==> src/rtl/fir_filter_serial_mac_pkg.sv <==
// Shared types for the serial-MAC FIR filter.
package fir_filter_serial_mac_pkg;

  typedef enum logic [1:0] {
    ST_IDLE = 2'd0,
    ST_MAC  = 2'd1,
    ST_OUT  = 2'd2
  } fir_state_e;

endpackage

==> src/rtl/fir_filter_serial_mac_mac_unit.sv <==
// Signed multiply-accumulate with synchronous clear and enable.
module fir_filter_serial_mac_mac_unit #(
  parameter int DATA_W = 16,
  parameter int COEF_W = 16,
  parameter int ACC_W  = 36
) (
  input  logic                     clk,
  input  logic                     rst,
  input  logic                     clr,
  input  logic                     en,
  input  logic signed [DATA_W-1:0] a,
  input  logic signed [COEF_W-1:0] b,
  output logic signed [ACC_W-1:0]  acc_next
);

  localparam int PROD_W = DATA_W + COEF_W;

  logic signed [PROD_W-1:0] prod;
  logic signed [ACC_W-1:0]  acc;

  assign prod     = a * b;
  // Exposed so the final sum can be saturated in the same edge that completes it.
  assign acc_next = acc + ACC_W'(prod);

  always_ff @(posedge clk) begin
    if (!rst) begin
      acc <= '0;
    end else if (clr) begin
      acc <= '0;
    end else if (en) begin
      acc <= acc_next;
    end
  end

endmodule

==> src/rtl/fir_filter_serial_mac.sv <==
// FIR filter with runtime-loadable taps and a single time-shared multiplier.
//   state   | meaning
//   IDLE    | ready for a sample and coefficient writes
//   MAC     | one product per cycle, tap k = 0..TAPS-1
//   OUT     | y/y_valid presented for one cycle, then back to IDLE
module fir_filter_serial_mac
  import fir_filter_serial_mac_pkg::*;
#(
  parameter int DATA_W = 16,
  parameter int COEF_W = 16,
  parameter int TAPS   = 11,
  parameter int OUT_W  = 32,
  parameter int SHIFT  = 0
) (
  input  logic                       clk,
  input  logic                       rst,
  input  logic signed [DATA_W-1:0]   x,
  input  logic                       x_valid,
  output logic                       x_ready,
  output logic signed [OUT_W-1:0]    y,
  output logic                       y_valid,
  input  logic                       coef_we,
  input  logic [$clog2(TAPS)-1:0]    coef_addr,
  input  logic signed [COEF_W-1:0]   coef_data,
  output logic                       coef_err
);

  localparam int ADDR_W = $clog2(TAPS);
  localparam int ACC_W  = DATA_W + COEF_W + ADDR_W;
  localparam int SAT_W  = (ACC_W > OUT_W) ? ACC_W : OUT_W;
  localparam logic [ADDR_W-1:0] K_LAST = ADDR_W'(TAPS - 1);
  localparam logic signed [SAT_W-1:0] SAT_MAX = {{(SAT_W-OUT_W+1){1'b0}}, {(OUT_W-1){1'b1}}};
  localparam logic signed [SAT_W-1:0] SAT_MIN = {{(SAT_W-OUT_W+1){1'b1}}, {(OUT_W-1){1'b0}}};

  fir_state_e               state;
  logic [ADDR_W-1:0]        k;
  logic signed [DATA_W-1:0] d [TAPS];
  logic signed [COEF_W-1:0] h [TAPS];
  logic                     xfer;
  logic                     addr_ok;
  logic signed [ACC_W-1:0]  acc_next;
  logic signed [ACC_W-1:0]  acc_shift;
  logic signed [SAT_W-1:0]  sh_ext;
  logic signed [OUT_W-1:0]  y_next;

  assign x_ready = rst & (state == ST_IDLE);
  assign xfer    = x_valid & x_ready;
  // One extra bit so TAPS equal to a power of two still compares correctly.
  assign addr_ok = {1'b0, coef_addr} < (ADDR_W + 1)'(TAPS);

  fir_filter_serial_mac_mac_unit #(
    .DATA_W (DATA_W),
    .COEF_W (COEF_W),
    .ACC_W  (ACC_W)
  ) u_mac (
    .clk      (clk),
    .rst      (rst),
    .clr      (xfer),
    .en       (state == ST_MAC),
    .a        (d[k]),
    .b        (h[k]),
    .acc_next (acc_next)
  );

  assign acc_shift = acc_next >>> SHIFT;
  assign sh_ext    = SAT_W'(acc_shift);

  always_comb begin
    y_next = sh_ext[OUT_W-1:0];
    if (sh_ext > SAT_MAX) begin
      y_next = SAT_MAX[OUT_W-1:0];
    end else if (sh_ext < SAT_MIN) begin
      y_next = SAT_MIN[OUT_W-1:0];
    end
  end

  always_ff @(posedge clk) begin
    if (!rst) begin
      state    <= ST_IDLE;
      k        <= '0;
      y        <= '0;
      y_valid  <= 1'b0;
      coef_err <= 1'b0;
      for (int i = 0; i < TAPS; i++) begin
        d[i] <= '0;
        h[i] <= '0;
      end
    end else begin
      y_valid <= 1'b0;

      if (coef_we) begin
        if (state == ST_IDLE && addr_ok) begin
          h[coef_addr] <= coef_data;
        end else begin
          coef_err <= 1'b1;
        end
      end

      case (state)
        ST_IDLE: begin
          if (xfer) begin
            d[0] <= x;
            for (int i = 1; i < TAPS; i++) begin
              d[i] <= d[i-1];
            end
            k     <= '0;
            state <= ST_MAC;
          end
        end
        ST_MAC: begin
          k <= k + 1'b1;
          if (k == K_LAST) begin
            y       <= y_next;
            y_valid <= 1'b1;
            state   <= ST_OUT;
          end
        end
        ST_OUT: begin
          state <= ST_IDLE;
        end
        default: begin
          state <= ST_IDLE;
        end
      endcase
    end
  end

endmodule
==> config.mk <==
export PLATFORM = sky130hd
export DESIGN_NAME = fir_filter_serial_mac
export DESIGN_NICKNAME = d
export VERILOG_FILES = /design/src/rtl/fir_filter_serial_mac_pkg.sv /design/src/rtl/fir_filter_serial_mac_mac_unit.sv /design/src/rtl/fir_filter_serial_mac.sv
export SDC_FILE = /design/constraint.sdc
export NUM_CORES = 2
export LEC_CHECK = 0
export ABC_AREA = 1
export CORE_UTILIZATION = 49
export CTS_BUF_LIST = sky130_fd_sc_hd__clkbuf_8
export CTS_CLUSTER_SIZE = 10
export DETAILED_ROUTE_END_ITERATION = 8
export PLACE_DENSITY = 0.71
export SLEW_MARGIN = 40
export SYNTH_ARGS = -nofsm -noshare
export SYNTH_HDL_FRONTEND = slang
export SYNTH_SLANG_ARGS = --single-unit
==> constraint.sdc <==
create_clock -name clk -period 8.12 [get_ports clk]
set_input_delay 1.624 -clock clk [delete_from_list [all_inputs] [get_ports clk]]
set_output_delay 1.624 -clock clk [all_outputs]
set_load 0.01 [all_outputs]
==> reports/summary.txt <==
data required time of the critical path = 8.69 ns
sequential area share after synthesis = 41.55%
fill cell instance count of the final layout = 6265
pins over their slew limit = 0
Synth top cells by count = sky130_fd_sc_hd__inv_1, sky130_fd_sc_hd__nand2_1, sky130_fd_sc_hd__nor2_1
unrepaired setup endpoints after global routing = no
first drt pass iteration count = 6
fraction of layout cells with a size suffix above 1 = 6.416%
area of the multi-input gates = 16500 sq um
sum of buffers and inverters on the critical path = 8
Die X = 268.1 um
Port Buf Inserts = 74
grt ovf = 0
most area-consuming cells after synthesis = sky130_fd_sc_hd__edfxtp_1, sky130_fd_sc_hd__fa_1, sky130_fd_sc_hd__inv_1
share of the cycle needed by the critical path after routing = 92.92%
#FFs+latches synth = 512
async set or reset register ratio after synthesis = 0%
leading area contributor after synthesis = sky130_fd_sc_hd__edfxtp_1
Worst EP arrival = 8.12 ns
type of element capturing the critical path = flip-flop
final critical delay including setup and external delays = 7.545 ns
average vias per placed instance = 5.076
Worst Max-Slew Pin Slew = 0.8563 ns
routability congestion estimate from global placement = 0.9527
clock transition at the register clock pins on the worst setup and hold paths after CTS = 0.06 ns
start-to-end type of the worst setup path = flip-flop to flip-flop
Detailed Route WL = 81030 um
cell mode on critical path = sky130_fd_sc_hd__nand2_1
element type at the critical path start = flip-flop
Main synth FF type = sky130_fd_sc_hd__edfxtp_1
clock tree from TritonCTS = yes
Max Clk Rate = 132.5 MHz
warning count from the yosys run = 0
Clk Tree Root Cell = sky130_fd_sc_hd__clkbuf_8
area share of the leading cell type in the synthesized netlist = 36.01%
antenna-violating nets left = 0
die span in y = 268.1 um
Area Growth Syn to Fin = 10.68%
largest net degree at the start of global routing = 112
global routing usage summed across all routing layers = 23.67%
highest net fanout along the worst path = 111
HPWL after detailed placement = 56710 um
vias in the first global route = 26160
Max Clock Skew = 0.04110 ns
mean instance size in the synthesized netlist = 9.039 sq um
first-pass GRT wire length = 134100 um
cell type of the slowest stage on the worst timing path = sky130_fd_sc_hd__fa_1
leading cell type by number of instances after synthesis = sky130_fd_sc_hd__inv_1
Residual DRC = 0
netlist area before placement = 34690 sq um
final hold viol count = 0
clock net sink count = 512
area of all sequential standard cells = 14420 sq um
depth of the CTS H-tree = 3
Inserted Clock Buffers = 82
clock insertion delay at the later pin of the skew report = 0.71 ns
number of setup violations in the final report = 0
number of enable-type register cells in the synthesized netlist = 416
Hold Buf Count CTS = 0
Largest stage delay, worst path = 0.50 ns
row cnt = 97
number of nets in the finished design = 4416
remaining max-slew budget at the tightest pin = 42.77%
initial antenna violation count = 1
starting density of the core = 49.54%
Bufs on Longest Clock Path = 3
Worst path top cell family by delay = adder cells
hold crit path type = flip-flop to flip-flop
total die area = 71870 sq um
number of distinct library cell variants in the gate-level netlist after synthesis = 47
final standard cell area without fillers = 38400 sq um
Core Area = 70030 sq um
Placed Instance Area = 36690 sq um
status = finished, final reports clean
Max-Cap Viols = 0
via count = 25190
post-detailed-route wirelength per cell = 16.33 um
Syn Inst Count = 3838
detailed router's first-iteration violation count = 1844
summed negative setup slack over all endpoints = 0 ns
I/O pin count = 75
==> timing repair <==
item	CTS	global route
endpoints found under the setup margin	0	4
endpoints found under the hold margin	0	0
resized for setup	0	2
buffers inserted	0	0
==> path summary, 6_finish.rpt <==
check	slack, ns	to	startpoint	cells after the start
worst max-delay path	0.58	y[27]	flip-flop	33
worst min-delay path	0.47	y[3]	y[3]	2
worst max register to register	0.58	y[27]	flip-flop	33
worst min register to register	0.47	y[3]	y[3]	2
==> cell families after synthesis <==
kind of cell / Yosys count / synth area share [%]
other: 1 / 0.01081
AO/OA/AOI/OAI: 519 / 8.508
AND/OR/NAND/NOR: 1307 / 15.17
XOR/XNOR: 31 / 0.7826
flip-flops: 512 / 41.55
buffers and inverters: 1045 / 11.94
adder cells (fa/ha/maj): 423 / 22.05
==> area by class of cell <==
| class | count | area share (%) |
|---|---|---|
| antenna | 1 | 0.006517 |
| multi-input combinational | 2360 | 42.98 |
| timing repair buffer | 139 | 3.594 |
| tap | 940 | 3.063 |
| clock inverter | 60 | 1.062 |
| inverter | 858 | 8.437 |
| clock buffer | 92 | 3.298 |
| sequential | 512 | 37.56 |
==> stage by stage <==
stage	util [%]	cells	setup WS [ns]	hold slack [ns]
final	54.83	4962	0.5753	0.4730
after global routing	54.83	4962	0.006316	0.4932
after CTS	54.79	4961	0.4976	0.4696
after detailed placement	52.40	4809	0.5390	0.4611
after global placement	52.32	4808	0.7168	0.4435
after floorplan	-	3917	0.9284	0.4300
==> registers in the layout (all words and copies together), names as in the netlist, named ones only <==
| name | flops |
|---|---|
| h | 256 |
| d | 176 |
| u_mac.acc | 36 |
| y | 32 |
| k | 4 |
| state | 2 |
| coef_err | 1 |
| y_valid | 1 |
==> cell usage in the layout, fill, tap and decap left out, types with 5 or more instances in the layout <==
master                            instances
sky130_fd_sc_hd__o21ai_1                 14
sky130_fd_sc_hd__edfxtp_1               416
sky130_fd_sc_hd__xnor2_1                 19
sky130_fd_sc_hd__clkbuf_8                92
sky130_fd_sc_hd__buf_12                   9
sky130_fd_sc_hd__nand2_2                 19
sky130_fd_sc_hd__or2_2                   10
sky130_fd_sc_hd__conb_1                  80
sky130_fd_sc_hd__a21oi_1                151
sky130_fd_sc_hd__nand3_1                 95
sky130_fd_sc_hd__o211ai_1                59
sky130_fd_sc_hd__clkinv_2                15
sky130_fd_sc_hd__clkinv_1                19
sky130_fd_sc_hd__a22oi_1                 14
sky130_fd_sc_hd__fa_1                   314
sky130_fd_sc_hd__dfxtp_1                 93
sky130_fd_sc_hd__inv_1                  868
sky130_fd_sc_hd__nor2_1                 529
sky130_fd_sc_hd__buf_4                   53
sky130_fd_sc_hd__xor2_1                  12
sky130_fd_sc_hd__o21ai_0                224
sky130_fd_sc_hd__ha_1                   109
sky130_fd_sc_hd__or2_1                    6
sky130_fd_sc_hd__o221ai_1                32
sky130_fd_sc_hd__nand2_1                606
sky130_fd_sc_hd__nand2_4                  5
sky130_fd_sc_hd__o22ai_1                 13
sky130_fd_sc_hd__clkdlybuf4s50_1         73
sky130_fd_sc_hd__nor2_2                  11
==> tightest hold or removal path, cell delays in order (launching register included) <==
cell                      delay [ns]
sky130_fd_sc_hd__dfxtp_1        0.31
sky130_fd_sc_hd__nand2_1        0.06
sky130_fd_sc_hd__a21oi_1        0.05
==> metal layers <==
metal,vias up,track usage [%],wire length (um)
met5,-,0,0
met4,0,8.757,2359
met3,123,3.116,4941
met2,737,41.57,41050
met1,12260,29.77,32680
li1,12070,-,-
Power is left out: the tool's default activity adds up to more than one toggle a clock period on the data nets, which glitch-free logic cannot reach.
